--- config.mk ---
export PLATFORM = sky130hd
export DESIGN_NAME = writeback_stage_flat
export DESIGN_NICKNAME = d
export VERILOG_FILES = /design/src/rtl/wb_pkg.sv /design/src/rtl/writeback_stage_if.sv /design/src/rtl/writeback_stage.sv /design/src/flat_wrapper.sv
export SDC_FILE = /design/constraint.sdc
export NUM_CORES = 1
export LEC_CHECK = 0
export BUFFER_PORTS_ARGS = -buffer_cell sky130_fd_sc_hd__buf_2
export CORE_AREA = 2 2 219 221
export CTS_CLUSTER_SIZE = 40
export DETAILED_ROUTE_END_ITERATION = 12
export DIE_AREA = 0 0 221 223
export HOLD_SLACK_MARGIN = 0.12
export SYNTH_ARGS = -nofsm -noshare
export SYNTH_HDL_FRONTEND = slang
export SYNTH_SLANG_ARGS = --single-unit
--- constraint.sdc ---
create_clock -name clk -period 4.3 [get_ports clk]
set_input_delay 0.43 -clock clk [delete_from_list [all_inputs] [get_ports clk]]
set_output_delay 0.43 -clock clk [all_outputs]
set_load 0.02 [all_outputs]
--- src/rtl/wb_pkg.sv ---
// Shared types for the writeback stage.
//   wb_state_t  - sequencing FSM states
//   wb_bundle_t - Execute result fields latched on accept
//   REG_RDX     - architectural register that receives the MUL/IMUL high half
//   first_step  - picks the next side-effect state from the pending-step flags
package wb_pkg;

    localparam int unsigned WB_DATA_W     = 64;
    localparam int unsigned WB_REG_ADDR_W = 4;

    localparam logic [WB_REG_ADDR_W-1:0] REG_RDX = 4'd2;

    typedef enum logic [2:0] {
        StIdle,
        StMemWait,
        StWrDest,
        StWrSpecial,
        StHalted
    } wb_state_t;

    typedef struct packed {
        logic                     kill;
        logic [WB_DATA_W-1:0]     alu_result;
        logic [WB_DATA_W-1:0]     alu_result_special;
        logic [WB_REG_ADDR_W-1:0] dest_reg;
        logic                     dest_reg_valid;
        logic [WB_REG_ADDR_W-1:0] dest_reg_special;
        logic                     dest_reg_special_valid;
        logic                     is_mem_dest;
        logic [WB_DATA_W-1:0]     mem_addr;
        logic [WB_DATA_W-1:0]     rip;
    } wb_bundle_t;

    // Side effects run in the fixed order store -> dest reg -> special reg.
    // StIdle is returned when nothing remains, meaning "retire now".
    function automatic wb_state_t first_step(input logic mem, input logic dest_v,
                                             input logic spec_v);
        wb_state_t st;
        if (mem) begin
            st = StMemWait;
        end else if (dest_v) begin
            st = StWrDest;
        end else if (spec_v) begin
            st = StWrSpecial;
        end else begin
            st = StIdle;
        end
        return st;
    endfunction

endpackage

--- src/rtl/writeback_stage_if.sv ---
// Execute -> Writeback result bundle and the stall returned to Execute.
//   master : Execute side (drives the bundle, observes wbStallOut)
//   slave  : Writeback side (samples the bundle, drives wbStallOut)
interface writeback_stage_if #(
    parameter int unsigned DATA_W     = 64,
    parameter int unsigned REG_ADDR_W = 4
);
    logic                  isExecuteSuccessfulIn;
    logic                  killIn;
    logic [DATA_W-1:0]     aluResultIn;
    logic [DATA_W-1:0]     aluResultSpecialIn;
    logic [REG_ADDR_W-1:0] destRegIn;
    logic                  destRegValidIn;
    logic [REG_ADDR_W-1:0] destRegSpecialIn;
    logic                  destRegSpecialValidIn;
    logic                  isMemoryAccessDestIn;
    logic [DATA_W-1:0]     memoryAddressDestIn;
    logic [DATA_W-1:0]     currentRipIn;
    logic                  wbStallOut;

    modport master (
        output isExecuteSuccessfulIn, killIn, aluResultIn, aluResultSpecialIn, destRegIn,
               destRegValidIn, destRegSpecialIn, destRegSpecialValidIn, isMemoryAccessDestIn,
               memoryAddressDestIn, currentRipIn,
        input  wbStallOut
    );

    modport slave (
        input  isExecuteSuccessfulIn, killIn, aluResultIn, aluResultSpecialIn, destRegIn,
               destRegValidIn, destRegSpecialIn, destRegSpecialValidIn, isMemoryAccessDestIn,
               memoryAddressDestIn, currentRipIn,
        output wbStallOut
    );

endinterface

--- src/rtl/writeback_stage.sv ---
// Writeback stage: accepts one Execute bundle in IDLE, then sequences its side
// effects (memory store, destination register write, special register write),
// retires it and optionally halts the core on a kill instruction.
// Ports:
//   clk, resetN          - clock, asynchronous active-low reset
//   ex_if (slave)        - Execute result bundle in, wbStallOut back to Execute
//   regWrite*Out         - register-file write port
//   memWrite*Out/AckIn   - store request with ack handshake
//   retireOut/RipOut     - one-cycle retire pulse and RIP of the retired instruction
//   retireCountOut       - running retired-instruction count (wraps)
//   haltOut              - core halted, cleared only by reset
// DATA_W / REG_ADDR_W must match the widths of wb_pkg::wb_bundle_t.
module writeback_stage
    import wb_pkg::*;
#(
    parameter int unsigned DATA_W       = WB_DATA_W,
    parameter int unsigned REG_ADDR_W   = WB_REG_ADDR_W,
    parameter int unsigned RETIRE_CNT_W = 32
) (
    input  logic                    clk,
    input  logic                    resetN,
    writeback_stage_if.slave        ex_if,
    output logic                    regWriteEnOut,
    output logic [REG_ADDR_W-1:0]   regWriteAddrOut,
    output logic [DATA_W-1:0]       regWriteDataOut,
    output logic                    memWriteReqOut,
    output logic [DATA_W-1:0]       memWriteAddrOut,
    output logic [DATA_W-1:0]       memWriteDataOut,
    input  logic                    memWriteAckIn,
    output logic                    retireOut,
    output logic [DATA_W-1:0]       retireRipOut,
    output logic [RETIRE_CNT_W-1:0] retireCountOut,
    output logic                    haltOut
);

    wb_state_t               state_q, state_d;
    wb_bundle_t              bundle_q, bundle_d;
    logic                    retire_q, retire_d;
    logic [DATA_W-1:0]       retire_rip_q, retire_rip_d;
    logic [RETIRE_CNT_W-1:0] retire_count_q, retire_count_d;

    // Scratch signals for the terminal decision.
    logic              finish;
    logic              fin_kill;
    logic [DATA_W-1:0] fin_rip;
    wb_state_t         nxt;

    always_ff @(posedge clk or negedge resetN) begin
        if (!resetN) begin
            state_q        <= StIdle;
            bundle_q       <= '0;
            retire_q       <= 1'b0;
            retire_rip_q   <= '0;
            retire_count_q <= '0;
        end else begin
            state_q        <= state_d;
            bundle_q       <= bundle_d;
            retire_q       <= retire_d;
            retire_rip_q   <= retire_rip_d;
            retire_count_q <= retire_count_d;
        end
    end

    always_comb begin
        state_d        = state_q;
        bundle_d       = bundle_q;
        retire_d       = 1'b0;
        retire_rip_d   = retire_rip_q;
        retire_count_d = retire_count_q;
        finish         = 1'b0;
        fin_kill       = bundle_q.kill;
        fin_rip        = bundle_q.rip;
        nxt            = StIdle;

        case (state_q)
            StIdle: begin
                if (ex_if.isExecuteSuccessfulIn) begin
                    bundle_d.kill                   = ex_if.killIn;
                    bundle_d.alu_result             = ex_if.aluResultIn;
                    bundle_d.alu_result_special     = ex_if.aluResultSpecialIn;
                    bundle_d.dest_reg               = ex_if.destRegIn;
                    bundle_d.dest_reg_valid         = ex_if.destRegValidIn;
                    bundle_d.dest_reg_special       = ex_if.destRegSpecialIn;
                    bundle_d.dest_reg_special_valid = ex_if.destRegSpecialValidIn;
                    bundle_d.is_mem_dest            = ex_if.isMemoryAccessDestIn;
                    bundle_d.mem_addr               = ex_if.memoryAddressDestIn;
                    bundle_d.rip                    = ex_if.currentRipIn;
                    // Zero-step instructions retire straight off the accept edge, so
                    // kill/RIP must come from the inputs rather than the latch.
                    fin_kill = ex_if.killIn;
                    fin_rip  = ex_if.currentRipIn;
                    nxt = first_step(ex_if.isMemoryAccessDestIn, ex_if.destRegValidIn,
                                     ex_if.destRegSpecialValidIn);
                    if (nxt == StIdle) begin
                        finish = 1'b1;
                    end else begin
                        state_d = nxt;
                    end
                end
            end
            StMemWait: begin
                if (memWriteAckIn) begin
                    nxt = first_step(1'b0, bundle_q.dest_reg_valid,
                                     bundle_q.dest_reg_special_valid);
                    if (nxt == StIdle) begin
                        finish = 1'b1;
                    end else begin
                        state_d = nxt;
                    end
                end
            end
            StWrDest: begin
                nxt = first_step(1'b0, 1'b0, bundle_q.dest_reg_special_valid);
                if (nxt == StIdle) begin
                    finish = 1'b1;
                end else begin
                    state_d = nxt;
                end
            end
            StWrSpecial: begin
                finish = 1'b1;
            end
            StHalted: begin
                state_d = StHalted;
            end
            default: begin
                state_d = StIdle;
            end
        endcase

        if (finish) begin
            retire_d       = 1'b1;
            retire_rip_d   = fin_rip;
            retire_count_d = retire_count_q + RETIRE_CNT_W'(1);
            state_d        = fin_kill ? StHalted : StIdle;
        end
    end

    // Outputs decode from state only, so an asynchronous reset drops them at once.
    always_comb begin
        regWriteEnOut   = 1'b0;
        regWriteAddrOut = '0;
        regWriteDataOut = '0;
        memWriteReqOut  = 1'b0;
        memWriteAddrOut = '0;
        memWriteDataOut = '0;
        case (state_q)
            StMemWait: begin
                memWriteReqOut  = 1'b1;
                memWriteAddrOut = bundle_q.mem_addr;
                memWriteDataOut = bundle_q.alu_result;
            end
            StWrDest: begin
                regWriteEnOut   = 1'b1;
                regWriteAddrOut = bundle_q.dest_reg;
                regWriteDataOut = bundle_q.alu_result;
            end
            StWrSpecial: begin
                regWriteEnOut   = 1'b1;
                regWriteAddrOut = bundle_q.dest_reg_special;
                regWriteDataOut = bundle_q.alu_result_special;
            end
            default: begin
            end
        endcase
    end

    assign ex_if.wbStallOut = (state_q != StIdle);
    assign haltOut          = (state_q == StHalted);
    assign retireOut        = retire_q;
    assign retireRipOut     = retire_rip_q;
    assign retireCountOut   = retire_count_q;

endmodule
--- src/flat_wrapper.sv ---
// flat-port wrapper written by rule: the top's interface ports become plain ports
module writeback_stage_flat import wb_pkg::*;
#(
    parameter int unsigned DATA_W       = WB_DATA_W,
    parameter int unsigned REG_ADDR_W   = WB_REG_ADDR_W,
    parameter int unsigned RETIRE_CNT_W = 32
)
  (clk, resetN, regWriteEnOut, regWriteAddrOut, regWriteDataOut, memWriteReqOut, memWriteAddrOut, memWriteDataOut, memWriteAckIn, retireOut, retireRipOut, retireCountOut, haltOut, ex_if_isExecuteSuccessfulIn, ex_if_killIn, ex_if_aluResultIn, ex_if_aluResultSpecialIn, ex_if_destRegIn, ex_if_destRegValidIn, ex_if_destRegSpecialIn, ex_if_destRegSpecialValidIn, ex_if_isMemoryAccessDestIn, ex_if_memoryAddressDestIn, ex_if_currentRipIn, ex_if_wbStallOut);
  writeback_stage_if #(.DATA_W(DATA_W), .REG_ADDR_W(REG_ADDR_W)) ex_if_i ();
  input  logic clk;
  input  logic resetN;
  output logic regWriteEnOut;
  output logic [REG_ADDR_W-1:0] regWriteAddrOut;
  output logic [DATA_W-1:0] regWriteDataOut;
  output logic memWriteReqOut;
  output logic [DATA_W-1:0] memWriteAddrOut;
  output logic [DATA_W-1:0] memWriteDataOut;
  input  logic memWriteAckIn;
  output logic retireOut;
  output logic [DATA_W-1:0] retireRipOut;
  output logic [RETIRE_CNT_W-1:0] retireCountOut;
  output logic haltOut;
  input wire logic [$bits(ex_if_i.isExecuteSuccessfulIn)-1:0] ex_if_isExecuteSuccessfulIn;
  input wire logic [$bits(ex_if_i.killIn)-1:0] ex_if_killIn;
  input wire logic [$bits(ex_if_i.aluResultIn)-1:0] ex_if_aluResultIn;
  input wire logic [$bits(ex_if_i.aluResultSpecialIn)-1:0] ex_if_aluResultSpecialIn;
  input wire logic [$bits(ex_if_i.destRegIn)-1:0] ex_if_destRegIn;
  input wire logic [$bits(ex_if_i.destRegValidIn)-1:0] ex_if_destRegValidIn;
  input wire logic [$bits(ex_if_i.destRegSpecialIn)-1:0] ex_if_destRegSpecialIn;
  input wire logic [$bits(ex_if_i.destRegSpecialValidIn)-1:0] ex_if_destRegSpecialValidIn;
  input wire logic [$bits(ex_if_i.isMemoryAccessDestIn)-1:0] ex_if_isMemoryAccessDestIn;
  input wire logic [$bits(ex_if_i.memoryAddressDestIn)-1:0] ex_if_memoryAddressDestIn;
  input wire logic [$bits(ex_if_i.currentRipIn)-1:0] ex_if_currentRipIn;
  output wire logic [$bits(ex_if_i.wbStallOut)-1:0] ex_if_wbStallOut;
  assign ex_if_i.isExecuteSuccessfulIn = ex_if_isExecuteSuccessfulIn;
  assign ex_if_i.killIn = ex_if_killIn;
  assign ex_if_i.aluResultIn = ex_if_aluResultIn;
  assign ex_if_i.aluResultSpecialIn = ex_if_aluResultSpecialIn;
  assign ex_if_i.destRegIn = ex_if_destRegIn;
  assign ex_if_i.destRegValidIn = ex_if_destRegValidIn;
  assign ex_if_i.destRegSpecialIn = ex_if_destRegSpecialIn;
  assign ex_if_i.destRegSpecialValidIn = ex_if_destRegSpecialValidIn;
  assign ex_if_i.isMemoryAccessDestIn = ex_if_isMemoryAccessDestIn;
  assign ex_if_i.memoryAddressDestIn = ex_if_memoryAddressDestIn;
  assign ex_if_i.currentRipIn = ex_if_currentRipIn;
  assign ex_if_wbStallOut = ex_if_i.wbStallOut;
  writeback_stage #(.DATA_W(DATA_W), .REG_ADDR_W(REG_ADDR_W), .RETIRE_CNT_W(RETIRE_CNT_W)) u_core (.clk(clk), .resetN(resetN), .ex_if(ex_if_i), .regWriteEnOut(regWriteEnOut), .regWriteAddrOut(regWriteAddrOut), .regWriteDataOut(regWriteDataOut), .memWriteReqOut(memWriteReqOut), .memWriteAddrOut(memWriteAddrOut), .memWriteDataOut(memWriteDataOut), .memWriteAckIn(memWriteAckIn), .retireOut(retireOut), .retireRipOut(retireRipOut), .retireCountOut(retireCountOut), .haltOut(haltOut));
endmodule
Word-level counts from Yosys, hierarchy flattened:

Index checks and enable logic that the tools add are counted.
W data, S select, Z words.

* $add $sub $neg: 1
* equal/unequal tests: 10
* multiplexer cells: 35
* reductions and logical operators: 8

Operators by type and width (number)
* $mux W64: 4
* $pmux W64 S2: 1
* $mux W3: 15
* $add A32 B1 Y32 const B: 1
* $ne A3 B2 Y1 const B: 5
* $pmux W3 S5: 1
* $logic_not A3 Y1: 4
* $mux W1: 10
* $pmux W4 S2: 1
* $eq A3 B2 Y1 const B: 2
* $reduce_and A6 Y1: 1
* $mux W2: 2
* $pmux W1 S4: 1
* $eq A3 B1 Y1 const B: 1
* $eq A3 B3 Y1 const B: 1
* $reduce_bool A3 Y1: 1
* $ne A2 B1 Y1 const B: 1
* $reduce_and A2 Y1: 1
* $reduce_or A2 Y1: 1

* flip-flop bits (word level): 367
* bits of input ports: 272
* word-level logic and storage cells: 67

Depth between registers and ports, before layout:

Gate-level depths: netlist of the first run.

* depth in word-level cells: 11
* gate-level depth with buffers: 10
* depth with buffers taken out: 6

Worst setup path after synthesis of the first run:

No wires, ideal clock.

* path type: flip-flop to output port
* start point: register u_core.state_q[0]
* end point: output port regWriteAddrOut[1]
* arrival time: 1.563 ns
* data required time: 3.870 ns
* path slack: 2.307 ns
* stages on the path, launching flop included: 5
* buffers on the path: 2
* cell sequence: dfrtp_1 > clkbuf_1 > buf_1 > mux2i_1 > nor2_1

* word-level cells in the longest chain between the ends: 2
* elaborated cells on any way between the ends: 3
* those cells by class: eq/ne (2); mux (1)

RTL lines
* start, declared: line writeback_stage.sv:36 `wb_state_t state_q, state_d;`
* start signal, assigned: line writeback_stage.sv:50 `state_q <= StIdle;`
* start signal, assigned: line writeback_stage.sv:56 `state_q <= state_d;`
* $eq A3 B2 Y1: line writeback_stage.sv:147 `case (state_q)`
* $pmux W4 S2 *: line writeback_stage.sv:147
* end, declared: line flat_wrapper.sv:13 `output logic [REG_ADDR_W-1:0] regWriteAddrOut;`

Mark *: on every way between the ends. The rest lies on a longest branch, timed or not.

Worst setup path in the final report of the first run:

* start point: register u_core.state_q[0]
* end point: output port memWriteDataOut[53]

* word-level cells in the longest chain between the ends: 2

RTL lines
* $eq A3 B1 Y1: line writeback_stage.sv:147
* $mux W64: line writeback_stage.sv:147
* end, declared: line flat_wrapper.sv:17 `output logic [DATA_W-1:0] memWriteDataOut;`

Every way passes these cells.

==> flow_metrics.env, run 1 <==
export IMPL_grt_antenna_before_repair=6
export IMPL_rr_endpoint="u_core.retireRipOut[42]"
export IMPL_combPwrFrac_pct=43.2
export IMPL_insertion_delay_ns=0.57
export IMPL_timing_worst_setup_path_type="reg2out"
export IMPL_rows=80
export IMPL_post_route_util_pct=49.87
export IMPL_track_usage_pct=21.61
export IMPL_numCtsBuffers=43
export IMPL_clk_path_buf_depth=3
export IMPL_synthSimpleGateAreaFrac_pct=28.51
export IMPL_io_pins=569
export IMPL_cts_tree="built"
export IMPL_synth_top_family_by_area="simple AND/OR/NAND/NOR gates"
export IMPL_synthMuxAreaShare_pct=8.747
export IMPL_vdd_drop_max_mv=0.4820
export IMPL_ys_warn_count=0
export IMPL_pwr_share_seq_pct=35.3
export IMPL_worstMarginPinSlew_ns=1.188
export IMPL_finalSetupViolCount=0
export IMPL_fin_tns_setup_ns=0
export IMPL_core_area_um2=47150
export IMPL_r2r_slack_ns=1.47
export IMPL_leakagePower_nw=12.35
export IMPL_vias_per_cell=4.666
export IMPL_status="complete, no violations"
export IMPL_final_setup_skew_ns=0.02151
export IMPL_synthesis_area_um2=16020
export IMPL_r2r_cells=6
export IMPL_die_w_um=221
export IMPL_vias=14839
export IMPL_ys_ff_latch=367
export IMPL_cp_slowest_stage_delay_ns=0.81
export IMPL_min_from="ex_if_aluResultIn[37]"
export IMPL_regArea_um2=9188
export IMPL_grt_ovfl_total=0
export IMPL_initial_core_util_pct=33.98
export IMPL_synth_xor_area_share_pct=1.695
export IMPL_die_area_um2=49280
export IMPL_hold_end="u_core.bundle_q[240]"
export IMPL_cts_sinks=367
export IMPL_hp_class="in2reg"
export IMPL_cts_root_buf="clkbuf_16"
export IMPL_cp_slowest_cell="dfrtp_4"
export IMPL_syn_num_nets=2000
export IMPL_end_kind="output port"
export IMPL_ant_nets=0
export IMPL_synthCells=1727
export IMPL_slew_headroom_pct=20.81
export IMPL_fin_nets=2797
export IMPL_drt_iter0_drc=1050
export IMPL_wl_per_cell_um=17.26
export IMPL_multi_input_area_um2=6346
export IMPL_hpwl_mm=36.42
export IMPL_grt_pass1_vias=15061
export IMPL_gp_congestion=0.8377
export IMPL_hold_depth=3
export IMPL_num_fill_cells=4311
export IMPL_die_h_um=223
export IMPL_io_buffers=568
export IMPL_drv_slew=0
export IMPL_p_sw_mw=7.157
export IMPL_synth_cell_type_count=41
export IMPL_firstDrtPassIters=7
export IMPL_synth_compound_area_share_pct=0.3827
export IMPL_ys_seq_area_share_pct=57.32
export IMPL_p_sw_share_pct=42.00
export IMPL_dp_cells=2827
export IMPL_finalNonFillerCells=3180
export IMPL_drive_gt1_share_pct=28.80
export IMPL_intPower_mw=9.882
export IMPL_syn_area_per_cell_um2=9.277
export IMPL_power_frac_clock_pct=21.6
export IMPL_area_growth_pct=46.74
export IMPL_clkTransAtPathRegs_ns=0.07
export IMPL_power_total_mw=17.04
export IMPL_synthAdderAreaFrac_pct=0.07809
export IMPL_fin_crit_ns=3.299
export IMPL_grt_max_degree=120
export IMPL_cp_arrival_ns=2.87
export IMPL_worstPathCellList="inv_1 -> nor3_2 -> buf_4 -> and2_1 -> buf_2"
export IMPL_remaining_drc_errors=0
export IMPL_grt_pass1_wl_mm=85.08
export IMPL_period_share_pct=76.71
export IMPL_wirelength_mm=54.88
export IMPL_htreeDepth=2
export IMPL_crit_fanout=87
export IMPL_cp_start_kind="register"
export IMPL_rsz0062_at_grt="false"
export IMPL_max_freq_ghz=0.3032
export IMPL_drv_cap=0
export IMPL_power_density_nw_per_um2=724.7
export IMPL_r2r_start="u_core.state_q[0]"
export IMPL_finalHoldViolations=0
export IMPL_critPathRequiredTime_ns=3.87
==> metrics by stage <==
| step | hold WS (ns) | setup WS (ns) | instance area [um^2] |
|---|---|---|---|
| finish | 0.1543 | 1.001 | 23510 |
| global route | 0.1548 | 0.8645 | 23510 |
| floorplan | 0.1344 | 2.307 | 16020 |
| detailed placement | 0.4539 | 1.475 | 19390 |
| CTS | 0.1249 | 0.9419 | 23500 |
| global placement | 0.4493 | 1.522 | 19390 |
==> cell families after synthesis <==
| group | after synthesis |
|---|---|
| muxes | 132 |
| AOI/OAI and AO/OA | 8 |
| and+or+nand+nor | 1081 |
| buffers and inverters | 107 |
| DFF | 367 |
| xor gates and xnor gates | 31 |
| adders and majority gates | 1 |
==> routing by layer <==
layer | up-vias | GRT usage, % | part of all wire (%)
li1 | 6968 | - | -
met1 | 7197 | 27.38 | 42
met2 | 540 | 34.12 | 46
met3 | 134 | 6.427 | 7.7
met4 | 0 | 9.894 | 4.3
met5 | - | 0 | 0
==> sequential cells by signal, summed over array words and instances (netlist names) <==
register	flops
u_core.state_q	3
u_core.retireOut	1
u_core.bundle_q	267
u_core.retireRipOut	64
u_core.retireCountOut	32
==> worst max-delay path, delay by kind of cell, from the launching register on <==
family	cells	cell delay, ns
buf+inv	3	0.97
flops	1	0.81
simple gates	2	0.50
==> cell usage after synthesis <==
cell type	n	area, um^2
inv_1	4	15.01
or3_1	1	6.260
ha_1	1	12.51
nand4b_1	1	8.760
buf_1	6	22.52
nor2b_1	1	6.260
xor2_1	15	131.4
nand4_1	13	81.33
inv_2	1	3.750
nor4b_4	1	23.77
mux2_2	64	720.7
buf_2	19	95.09
a21o_1	1	7.510
or4_4	1	11.26
nor3b_1	1	7.510
nor4b_2	2	30.03
nand3_1	8	40.04
and3_1	4	25.02
a31oi_1	1	6.260
o32ai_1	1	8.760
nor2_1	271	1017
nor3_1	8	40.04
nor3_2	4	40.04
and4_1	1	8.760
buf_6	1	11.26
nand2b_1	2	12.51
buf_4	24	180.2
mux2i_1	68	680.7
a211oi_1	1	7.510
o22a_1	1	8.760
a32oi_1	1	8.760
nor4_1	1	6.260
nand3b_1	1	7.510
xnor2_1	16	140.1
a2111oi_0	1	8.760
dfrtp_1	367	9184
clkbuf_1	52	195.2
nor4_4	1	21.27
and2_1	130	813.3
o21ai_0	1	5.000
nand2_1	629	2361
==> power groups by stage <==
stage                     clock, mW  sequential (mW)  combinational (mW)
after floorplan                   0             6.08                4.71
after global routing           3.91             6.19                8.08
after CTS                      3.78             5.99                7.39
final                          3.68             6.01                7.35
after detailed placement          0             6.03                7.18
after global placement            0             5.96                7.04
==> worst max path at each step <==
stage,to,slack [ns],start,cells after the start
5_1_grt,memWriteAddrOut[34],0.86,u_core.state_q[0],5
6_report,memWriteDataOut[53],1.00,u_core.state_q[0],5
2_1_floorplan,regWriteAddrOut[1],2.31,u_core.state_q[0],4
3_3_place_gp,u_core.retireRipOut[42],1.52,u_core.state_q[0],6
3_5_place_dp,u_core.retireRipOut[17],1.47,u_core.state_q[0],6
4_1_cts,memWriteDataOut[53],0.94,u_core.state_q[0],5
==> repair_timing <==
| item | in CTS | in global routing |
|---|---|---|
| hold buffers | 267 | 0 |
| hold endpoints to repair | 380 | 0 |
| buffers inserted | 0 | 0 |
| gates resized for setup | 0 | 0 |
==> cell type report <==
type | instances | area share, %
tap | 615 | 3.273
sequential | 367 | 39.08
multi-input combinational | 1253 | 26.99
inverter | 5 | 0.07983
antenna | 6 | 0.06386
clock buffer | 63 | 5.370
clock inverter | 17 | 0.7131
timing repair buffer | 854 | 24.43
==> layout by cell type, fill, tap and decap left out, types with 2 or more instances in the layout <==
cell type,netlist,routed
dlygate4sd3_1,0,267
dfrtp_1,367,366
diode_2,0,6
xnor2_1,16,16
clkbuf_1,52,10
clkbuf_16,0,44
bufinv_16,0,2
nand2_1,629,628
xor2_1,15,15
nand4_1,13,13
mux2_2,64,64
nor2_1,271,271
inv_1,4,4
buf_2,19,567
and2_1,130,129
clkinv_2,0,8
buf_4,24,13
and3_1,4,4
nor3_1,8,7
nor3_2,4,5
clkbuf_8,0,9
clkinvlp_4,0,3
nand3_1,8,8
buf_12,0,6
mux2i_1,68,68
nor4b_2,2,2
(Power assumes the default switching activity.)
==> run 2, diff against run 1 <==
clock period = 3.1 ns   (was 4.3 ns; I/O delays follow)
==> flow_metrics.env, run 2 (synthesized netlist as in run 1, its figures left out) <==
export IMPL_grt_antenna_before_repair=6
export IMPL_cts_root_buf="clkbuf_16"
export IMPL_cts_resized=0
export IMPL_top_register="u_core.bundle_q"
export IMPL_cts_sinks=367
export IMPL_cp_arrival_ns=2.43
export IMPL_insertion_delay_ns=0.57
export IMPL_gp_congestion=0.8342
export IMPL_fin_tns_setup_ns=0
export IMPL_rsz0062_at_grt="false"
export IMPL_cts_tree="built"
export IMPL_grt_pass1_wl_mm=85.85
export IMPL_cp_slowest_stage_delay_ns=0.74
export IMPL_ant_nets=0
export IMPL_wl_per_cell_um=17.32
export IMPL_hold_end="u_core.bundle_q[178]"
export IMPL_die_w_um=221
export IMPL_critical_path_top_delay_family="buffers and inverters"
export IMPL_fin_crit_ns=2.736
export IMPL_clkTransAtPathRegs_ns=0.06
export IMPL_place_area_um2=19480
export IMPL_layout_commonest_cell="nand2_1"
export IMPL_firstDrtPassIters=5
export IMPL_final_design_area_no_fill_um2=23540
export IMPL_largest_register_ff_count=267
export IMPL_period_share_pct=88.27
export IMPL_worstPathCellList="buf_4 -> mux2i_1 -> nor2_1 -> buf_2"
export IMPL_finalSetupViolCount=0
export IMPL_drt_iter0_drc=921
export IMPL_power_total_mw=23.49
export IMPL_leakagePower_nw=12.36
export IMPL_min_from="ex_if_isExecuteSuccessfulIn"
export IMPL_critPathRequiredTime_ns=2.79
export IMPL_area_growth_pct=46.94
export IMPL_io_pins=569
export IMPL_finalHoldViolations=0
export IMPL_grt_ovfl_total=0
export IMPL_rows=80
export IMPL_hp_class="in2reg"
export IMPL_fin_nets=2804
export IMPL_timing_worst_setup_path_type="reg2out"
export IMPL_power_density_nw_per_um2=997.8
export IMPL_max_freq_ghz=0.3655
export IMPL_r2r_cells=5
export IMPL_final_setup_skew_ns=0.01603
export IMPL_crit_fanout=54
export IMPL_io_buffers=568
export IMPL_die_area_um2=49280
export IMPL_vias_per_cell=4.664
export IMPL_initial_core_util_pct=33.98
export IMPL_hpwl_mm=36.89
export IMPL_slew_headroom_pct=33.23
export IMPL_critical_path_startpoint="u_core.state_q[0]"
export IMPL_vias=14842
export IMPL_core_area_um2=47150
export IMPL_preCtsSetupSlack_ns=0.7904
export IMPL_r2r_slack_ns=0.66
export IMPL_drv_slew=0
export IMPL_drv_cap=0
export IMPL_numCtsBuffers=43
export IMPL_cp_slowest_cell="buf_4"
export IMPL_vdd_drop_max_mv=0.8038
export IMPL_post_route_util_pct=49.94
export IMPL_status="complete, no violations"
export IMPL_dp_cells=2831
export IMPL_wirelength_mm=55.13
export IMPL_worstMarginPinSlew_ns=1.002
export IMPL_htreeDepth=2
export IMPL_crit_buf_inv=2
export IMPL_grt_max_degree=205
export IMPL_track_usage_pct=21.83
export IMPL_drive_gt1_share_pct=28.58
export IMPL_clk_path_buf_depth=3
export IMPL_grt_pass1_vias=15211
export IMPL_hold_depth=4
export IMPL_end_kind="output port"
export IMPL_finalNonFillerCells=3182
export IMPL_r2r_start="u_core.state_q[1]"
export IMPL_finalWorstSetupSlack_ns=0.3637
export IMPL_rr_endpoint="u_core.state_q[1]"
export IMPL_fin_worst_hold_slack_ns=0.3288
export IMPL_remaining_drc_errors=0
export IMPL_final_cell_mix="nand2_1, buf_2, dfrtp_1, nor2_1, dlygate4sd3_1"
export IMPL_die_h_um=223
export IMPL_cp_start_kind="register"
## run 2: power by group
group | leakage [nW] | switching [mW] | internal, mW
clock network | 0.652 | 2.02 | 2.84
logic | 7.25 | 6.62 | 3.76
registers | 4.46 | 1.22 | 7.02
## run 2: what timing repair did
| item | 4_1_cts | 5_1_grt |
|---|---|---|
| endpoints found under the hold margin | 389 | 0 |
| hold buffers | 270 | 0 |
| setup buffers | 0 | 0 |
## run 2: worst max-delay path by stage
stage	end	slack [ns]	cells past startpoint
after CTS	regWriteDataOut[38]	0.33	4
after floorplan	u_core.retireCountOut[25]	1.15	6
after global routing	memWriteAddrOut[38]	0.26	4
after detailed placement	u_core.retireRipOut[33]	0.79	6
after global placement	u_core.retireRipOut[39]	0.82	6
final	regWriteDataOut[17]	0.36	4
## run 2: final cells by class
cell class              count  area (um^2)
fillers                  4288        23600
well taps                 615        769.5
inverters                   5        18.77
multi-input cells        1253         6346
flip-flops and latches    367         9188
clock inverters            11        103.9
repair buffers            861         5866
diodes                      6        15.01
clock buffers              64         1236
## run 2: worst register-to-register path: cells and delay by family, from the launching register on
family	cells	cell delay, ns
buffers and inverters	2	0.90
flip-flops	1	0.50
AO/OA/AOI/OAI	1	0.49
AND/OR/NAND/NOR	2	0.49
## run 2: layer usage
metal  vias to the layer above  track usage (%)  share of wire [%]
met5                         -                0              0.020
met4                         2            9.504                3.9
met3                       113            6.295                7.5
met2                       525            35.45                 48
met1                      7212            27.13                 41
li1                       6990                -                  -
